===== config.mk =====
export PLATFORM = sky130hd
export DESIGN_NAME = uartrx_ctrl_flat
export DESIGN_NICKNAME = d
export VERILOG_FILES = /design/src/rtl/uartrx_ctrl_if.sv /design/src/rtl/uartrx_ctrl.sv /design/src/flat_wrapper.sv
export SDC_FILE = /design/constraint.sdc
export NUM_CORES = 1
export LEC_CHECK = 0
export ABC_AREA = 1
export CAP_MARGIN = 5
export CORE_UTILIZATION = 30
export CTS_CLUSTER_SIZE = 30
export DETAILED_ROUTE_END_ITERATION = 6
export PLACE_DENSITY_LB_ADDON = 0.3
export SKIP_LAST_GASP = 1
export SLEW_MARGIN = 30
export SYNTH_ARGS = -nofsm -noshare
export SYNTH_HDL_FRONTEND = slang
export SYNTH_SLANG_ARGS = --single-unit

===== constraint.sdc =====
create_clock -name clk -period 1.9 [get_ports clk]
set_input_delay 0.38 -clock clk [delete_from_list [all_inputs] [get_ports clk]]
set_output_delay 0.38 -clock clk [all_outputs]
set_load 0.01 [all_outputs]

===== src/rtl/uartrx_ctrl_if.sv =====
// Handshake bundle between the UART receiver, the receive controller and the CPU-side consumer.
// slave = controller side, master = receiver/consumer side.
interface uartrx_ctrl_if #(
  parameter int Depth = 16
);
  localparam int CountWidth = $clog2(Depth + 1);

  logic [7:0]            urx_data;
  logic                  urx_data_ready;
  logic                  urx_go;
  logic [7:0]            rd_data;
  logic                  rd_valid;
  logic                  rd_ready;
  logic [CountWidth-1:0] count;
  logic                  overrun;
  logic                  clr_overrun;
  logic                  timeout;

  modport slave (
    input  urx_data, urx_data_ready, rd_ready, clr_overrun,
    output urx_go, rd_data, rd_valid, count, overrun, timeout
  );

  modport master (
    output urx_data, urx_data_ready, rd_ready, clr_overrun,
    input  urx_go, rd_data, rd_valid, count, overrun, timeout
  );
endinterface


===== src/rtl/uartrx_ctrl.sv =====
// UART receive controller: go/data_ready handshake FSM feeding a FWFT byte FIFO with sticky overrun.
// Optional idle timeout is enabled by defining UARTRX_CTRL_TIMEOUT_EN.
module uartrx_ctrl #(
  parameter int Depth            = 16,
  parameter int ClockFrequencyHz = 66_000_000,
  parameter int BaudRate         = 9600,
  parameter int TimeoutBitTimes  = 40
) (
  input  logic         clk,
  input  logic         rst_n,
  uartrx_ctrl_if.slave bus
);
  localparam int PtrW = $clog2(Depth);
  localparam int CntW = $clog2(Depth + 1);
  localparam logic [CntW-1:0] DepthC = CntW'(Depth);

  typedef enum logic [0:0] {
    ST_RELEASE = 1'b0,
    ST_ARM     = 1'b1
  } state_e;

  state_e          state_r;
  logic            go_r;
  logic [7:0]      mem_r [Depth];
  logic [PtrW-1:0] wr_ptr_r;
  logic [PtrW-1:0] rd_ptr_r;
  logic [CntW-1:0] count_r;
  logic            valid_r;
  logic [7:0]      data_r;
  logic            overrun_r;

  logic            push_s;
  logic            pop_s;
  logic            accept_s;
  logic            drop_s;
  logic [PtrW-1:0] rd_ptr_nxt_s;
  logic [CntW-1:0] count_nxt_s;

  // Handshake FSM; a data_ready still high after reset is acknowledged by staying in Release.
  always_ff @(posedge clk) begin
    if (!rst_n) begin
      state_r <= ST_RELEASE;
      go_r    <= 1'b0;
    end else begin
      case (state_r)
        ST_RELEASE: begin
          if (!bus.urx_data_ready) begin
            state_r <= ST_ARM;
            go_r    <= 1'b1;
          end
        end
        ST_ARM: begin
          if (bus.urx_data_ready) begin
            state_r <= ST_RELEASE;
            go_r    <= 1'b0;
          end
        end
        default: begin
          state_r <= ST_RELEASE;
          go_r    <= 1'b0;
        end
      endcase
    end
  end

  // FIFO control: a pop in the same cycle frees room for a push even when full.
  always_comb begin
    push_s       = (state_r == ST_ARM) && bus.urx_data_ready;
    pop_s        = valid_r && bus.rd_ready;
    accept_s     = push_s && ((count_r != DepthC) || pop_s);
    drop_s       = push_s && !accept_s;
    rd_ptr_nxt_s = rd_ptr_r;
    if (pop_s) begin
      rd_ptr_nxt_s = rd_ptr_r + PtrW'(1);
    end else begin
      rd_ptr_nxt_s = rd_ptr_r;
    end
    case ({accept_s, pop_s})
      2'b10:   count_nxt_s = count_r + CntW'(1);
      2'b01:   count_nxt_s = count_r - CntW'(1);
      default: count_nxt_s = count_r;
    endcase
  end

  // Byte storage.
  always_ff @(posedge clk) begin
    if (accept_s) begin
      mem_r[wr_ptr_r] <= bus.urx_data;
    end
  end

  // Pointers, occupancy and registered head byte; a push landing on the new head is bypassed.
  always_ff @(posedge clk) begin
    if (!rst_n) begin
      wr_ptr_r <= '0;
      rd_ptr_r <= '0;
      count_r  <= '0;
      valid_r  <= 1'b0;
      data_r   <= 8'h00;
    end else begin
      if (accept_s) begin
        wr_ptr_r <= wr_ptr_r + PtrW'(1);
      end
      rd_ptr_r <= rd_ptr_nxt_s;
      count_r  <= count_nxt_s;
      valid_r  <= (count_nxt_s != CntW'(0));
      if (accept_s && (wr_ptr_r == rd_ptr_nxt_s)) begin
        data_r <= bus.urx_data;
      end else begin
        data_r <= mem_r[rd_ptr_nxt_s];
      end
    end
  end

  // Sticky overrun; a new drop beats a simultaneous clear.
  always_ff @(posedge clk) begin
    if (!rst_n) begin
      overrun_r <= 1'b0;
    end else if (drop_s) begin
      overrun_r <= 1'b1;
    end else if (bus.clr_overrun) begin
      overrun_r <= 1'b0;
    end
  end

  assign bus.urx_go   = go_r;
  assign bus.rd_data  = data_r;
  assign bus.rd_valid = valid_r;
  assign bus.count    = count_r;
  assign bus.overrun  = overrun_r;

`ifdef UARTRX_CTRL_TIMEOUT_EN
  localparam longint unsigned TmoLimit =
    longint'(TimeoutBitTimes) * (longint'(ClockFrequencyHz) / longint'(BaudRate));
  localparam int TmoW =
    $clog2(longint'(TimeoutBitTimes) * longint'(ClockFrequencyHz) / longint'(BaudRate) + 64'd1);
  localparam logic [TmoW-1:0] TmoLimitC = TmoW'(TmoLimit);

  logic [TmoW-1:0] idle_r;
  logic [TmoW-1:0] idle_nxt_s;
  logic            idle_clr_s;
  logic            tmo_r;

  // Saturating idle counter, held at zero while empty or on any traffic.
  always_comb begin
    idle_clr_s = push_s || pop_s || !valid_r;
    if (idle_clr_s) begin
      idle_nxt_s = '0;
    end else if (idle_r == {TmoW{1'b1}}) begin
      idle_nxt_s = idle_r;
    end else begin
      idle_nxt_s = idle_r + TmoW'(1);
    end
  end

  // Idle count and registered timeout flag.
  always_ff @(posedge clk) begin
    if (!rst_n) begin
      idle_r <= '0;
      tmo_r  <= 1'b0;
    end else begin
      idle_r <= idle_nxt_s;
      tmo_r  <= !idle_clr_s && (idle_nxt_s >= TmoLimitC);
    end
  end

  assign bus.timeout = tmo_r;
`else
  assign bus.timeout = 1'b0;
`endif
endmodule


===== src/flat_wrapper.sv =====
// flat-port wrapper written by rule: the top's interface ports become plain ports
module uartrx_ctrl_flat 
#(
  parameter int Depth            = 16,
  parameter int ClockFrequencyHz = 66_000_000,
  parameter int BaudRate         = 9600,
  parameter int TimeoutBitTimes  = 40
)
  (clk, rst_n, bus_urx_data, bus_urx_data_ready, bus_rd_ready, bus_clr_overrun, bus_urx_go, bus_rd_data, bus_rd_valid, bus_count, bus_overrun, bus_timeout);
  uartrx_ctrl_if #(.Depth(Depth)) bus_i ();
  input  logic clk;
  input  logic rst_n;
  input wire logic [$bits(bus_i.urx_data)-1:0] bus_urx_data;
  input wire logic [$bits(bus_i.urx_data_ready)-1:0] bus_urx_data_ready;
  input wire logic [$bits(bus_i.rd_ready)-1:0] bus_rd_ready;
  input wire logic [$bits(bus_i.clr_overrun)-1:0] bus_clr_overrun;
  output wire logic [$bits(bus_i.urx_go)-1:0] bus_urx_go;
  output wire logic [$bits(bus_i.rd_data)-1:0] bus_rd_data;
  output wire logic [$bits(bus_i.rd_valid)-1:0] bus_rd_valid;
  output wire logic [$bits(bus_i.count)-1:0] bus_count;
  output wire logic [$bits(bus_i.overrun)-1:0] bus_overrun;
  output wire logic [$bits(bus_i.timeout)-1:0] bus_timeout;
  assign bus_i.urx_data = bus_urx_data;
  assign bus_i.urx_data_ready = bus_urx_data_ready;
  assign bus_i.rd_ready = bus_rd_ready;
  assign bus_i.clr_overrun = bus_clr_overrun;
  assign bus_urx_go = bus_i.urx_go;
  assign bus_rd_data = bus_i.rd_data;
  assign bus_rd_valid = bus_i.rd_valid;
  assign bus_count = bus_i.count;
  assign bus_overrun = bus_i.overrun;
  assign bus_timeout = bus_i.timeout;
  uartrx_ctrl #(.Depth(Depth), .ClockFrequencyHz(ClockFrequencyHz), .BaudRate(BaudRate), .TimeoutBitTimes(TimeoutBitTimes)) u_core (.clk(clk), .rst_n(rst_n), .bus(bus_i));
endmodule

==> results list <==
- The largest total area in the synthesized netlist belongs to sky130_fd_sc_hd__edfxtp_1.
* Critical-path cell list: clkdlybuf4s50_1
* Worst path slowest cell: sky130_fd_sc_hd__clkdlybuf4s50_1
- The number of global-route vias before repair is approximately 5100.
* Hold path startpoint: bus_urx_data_ready
- Element type at the critical path end: output port
- Wire length reported by the detailed router: roughly 18000 um
- Among all flip-flop cells after synthesis, the most frequent one is sky130_fd_sc_hd__edfxtp_1.
- Per report_power, the combinational group accounts for between 10% and 20% of the total.
- Entering global routing, the biggest net connects 47 pins.
- Top-area cell type share of the netlist area: 54.8%
- For this run, the register share of the synthesized area comes to 62.0%.
- Reg2Reg Setup Slack: 90 ps
- Across every metal layer, demand over resource in global routing totals ~16%.
- In this run, CTS created clock tree buffers numbering 17.
* Flop and latch count out of synthesis: around 150
- # Max-Cap Violations: 0
- The worst register-to-register path begins at u_core.rd_ptr_r[1].
* Switching power summed over all nets: 0.00237 W
- The routed layout has 5217 vias.
- Remaining DRCs: 0
- The number of slew-limit violations in the final report was 0.
* Critical path launch point type: flip-flop
- At the later pin of the worst-skew pair, clock insertion delay measures 430 ps.
* Gate Count Post-Synth: 729
- Clock transition at path regs: 60 ps
- Number of nets at the end of the flow: around 850
- sky130_fd_sc_hd__nand2_1 is the most common cell in the netlist.
- Of the total power, registers draw 42.8%.
- Dividing the detail-routed via count by the number of cells gives 4.51.
* WP data arrival: 1460 ps
- Ranked by instance count, the synthesized netlist is headed by 137 x sky130_fd_sc_hd__nand2_1, 128 x sky130_fd_sc_hd__edfxtp_1, 115 x sky130_fd_sc_hd__nand3_1, 99 x sky130_fd_sc_hd__inv_1, 93 x sky130_fd_sc_hd__nor2_1.
* Hold Crit Class: input port to flip-flop
* Antenna violation net count after detailed routing: 0
* Clock network fraction of design power: 39.2%
* IO Pins: 30
* End point of the most critical hold path: u_core.state_r
* # rows: 55
* Unique masters post-synth: 26
* Period Utilization, post-route: 97.0%
- The HPWL after detailed placement is around 12000 um.
* Overflow after GRT: 0
- Standard cell core area: 22800 um2
- Capture point of the worst reg-to-reg path: u_core.bus.rd_data[4]
- After synthesis, the share of flip-flops with an asynchronous set or reset is 0%.
- Status: complete, no violations
- For the worst setup path, the data required time is 1520 ps.
- The largest single stage delay on the critical path is around 590 ps.
- Area enclosed by the die boundary: 24000 um2
- Setup violations remaining at the end of the flow were counted as 0.
* Critical path type: flip-flop to output port
- The congestion estimate from routability-driven global placement came to about 0.83.
- Area overhead of the layout relative to synthesis: 29.1%
* Post-Synthesis Net Count: ~750
- In this run the power density over the cells is 971 nW/um2.
- The clock period could shrink to 1840 ps.
- TritonCTS built the clock tree.
* Top cells by area in the synthesized netlist: sky130_fd_sc_hd__edfxtp_1 55%, sky130_fd_sc_hd__nand3_1 8.2%, sky130_fd_sc_hd__nand2_1 7.3%
- Per-cell routed wire length: around 16 um
* Max frequency: 543 MHz
- The synthesized netlist occupies a cell area of between 7000 and 8000 um2.
- Area after detailed placement: 8310 um2
- Setup repair after global routing missed its margin: true
- After routing the design area is around 9100 um2.
* Number of buffer and inverter stages on the critical path: 1
* Total number of clock tree sinks: 153
- Worst Hold Slack: 211 ps
* Share of cells above drive strength 1: 17.9%
* CP Max Fanout: 6
* Die X: 155 um
- From bottom edge to top edge, the die measures 155 um.
- In this design, the largest share of critical-path delay is due to buffers and inverters.
- In this run, the number of DRC markers left after iteration 0 of detailed routing was 436.
- The first global-routing pass estimated 28000 um of wire.
- Post-synth EDFFs: about 130
- CTS root buf: sky130_fd_sc_hd__clkbuf_16
- Int Pwr: 0.00642 W
- Warning count from the yosys run: 0
- Count of input and output buffers: 28
- Maximum ir drop on the vdd rail: 0.000650 V
- Counting instances, the worst hold path has a depth of 2.
* Count of final hold-check violations: 0
* Static power due to leakage: 3.83 nW
- The first detailed-routing pass took 5 iterations.
- Power after layout: 0.00879 W
- Initial antenna violation count: 0
* Hold-fix buffers at CTS: 0
* Maximum clock path buffer count: 2
* Critical Path Start: u_core.bus.count[4]
- Once the floorplan was initialized, standard cells occupied 30.8% of the core.
- Averaged over all synthesized cells, the footprint is 9.62 um2.
* Final Skew: 9.23 ps
- Switching share of total power: 26.9%
* H-tree lvl count: 4
- N_diodes: 0
- For the worst flop-to-flop path, the logic depth is 11.
-- how the worst max path moves through the flow --
stage / to / slack (ps) / cells after the start
final: bus_count[4] / 60 / 1
after global routing: u_core.bus.rd_valid / -40 / 15
after CTS: bus_count[0] / -20 / 2
after detailed placement: u_core.bus.rd_data[7] / -490 / 12
after global placement: u_core.bus.rd_data[7] / -470 / 12
after floorplan: u_core.bus.rd_valid / 9 / 17
-- metal layers --
layer | global-route usage, % | share of wire [%] | vias to the layer above
met2 | 25.8 | 48 | 113
li1 | - | - | 2608
met1 | 21.1 | 47 | 2479
met5 | 0 | 0 | -
met3 | 3.29 | 3.9 | 17
met4 | 4.81 | 1.0 | 0
-- layout by cell type (no fill, tap or decap), drive strengths merged --
cell,instances
a21oi,10
buf,83
bufinv,3
clkbuf,19
clkdlybuf4s50,25
clkinv,5
clkinvlp,1
conb,1
dfxtp,25
dlygate4sd2,1
dlymetal6s2s,2
edfxtp,128
fa,1
ha,9
inv,109
nand2,141
nand3,117
nand3b,40
nand4,1
nor2,95
nor3,1
nor3b,1
o21ai,24
xor2,1
-- state kept, by name (all words and copies together) (netlist names), 4 cells and up --
name	count
u_core.bus.rd_data	8
u_core.mem_r	128
u_core.wr_ptr_r	4
u_core.bus.count	5
u_core.rd_ptr_r	4
-- logic make-up (layout without fill, tap and decap cells) --
| kind of cell | count (synthesis) | in the layout | synth area share [%] |
|---|---|---|---|
| simple gates | 396 | 396 | 25.9 |
| flops | 153 | 153 | 62.0 |
| buf+inv | 134 | 248 | 7.66 |
| compound gates | 34 | 34 | 2.43 |
| fa+ha+maj | 10 | 10 | 1.89 |
| other cells | 1 | 1 | 0.0535 |
| xor+xnor | 1 | 1 | 0.125 |
-- power groups by stage --
stage | clock network (W) | logic, W | registers (W)
finish | 0.00344 | 0.00159 | 0.00376
floorplan | 0 | 0.000815 | 0.00384
global route | 0.00364 | 0.00176 | 0.00376
detailed placement | 0 | 0.00154 | 0.00382
CTS | 0.00349 | 0.00156 | 0.00375
global placement | 0 | 0.00153 | 0.00382
-- area by class of cell --
class                           instances  area, um2
Clock buffer                           18        429
Clock inverter                         13        168
Fill cell                            2226      13700
Inverter                              105        399
Multi-Input combinational cell        442       2230
Sequential cell                       153       4360
Tap cell                              313        392
Timing Repair Buffer                  112       1070
-- metrics by stage --
step           std cells  utilization [%]  worst slack, ps  TNS [ps]
4_1_cts             1154             39.3            -15.5     -24.0
6_report            1156             39.7             57.9         0
5_1_grt             1156             39.7            -36.6     -36.6
3_5_place_dp        1122             36.5             -493    -59000
2_1_floorplan        729                -             8.65         0
3_3_place_gp        1122             36.5             -472    -58150
-- timing repair --
action                     CTS  global route
buffers inserted             1             1
pin swaps                    7             8
setup endpoints to repair   45            10
gates cloned                 0             1
gates resized for setup      9            22
Note: power is estimated with default switching activity, not from simulation.
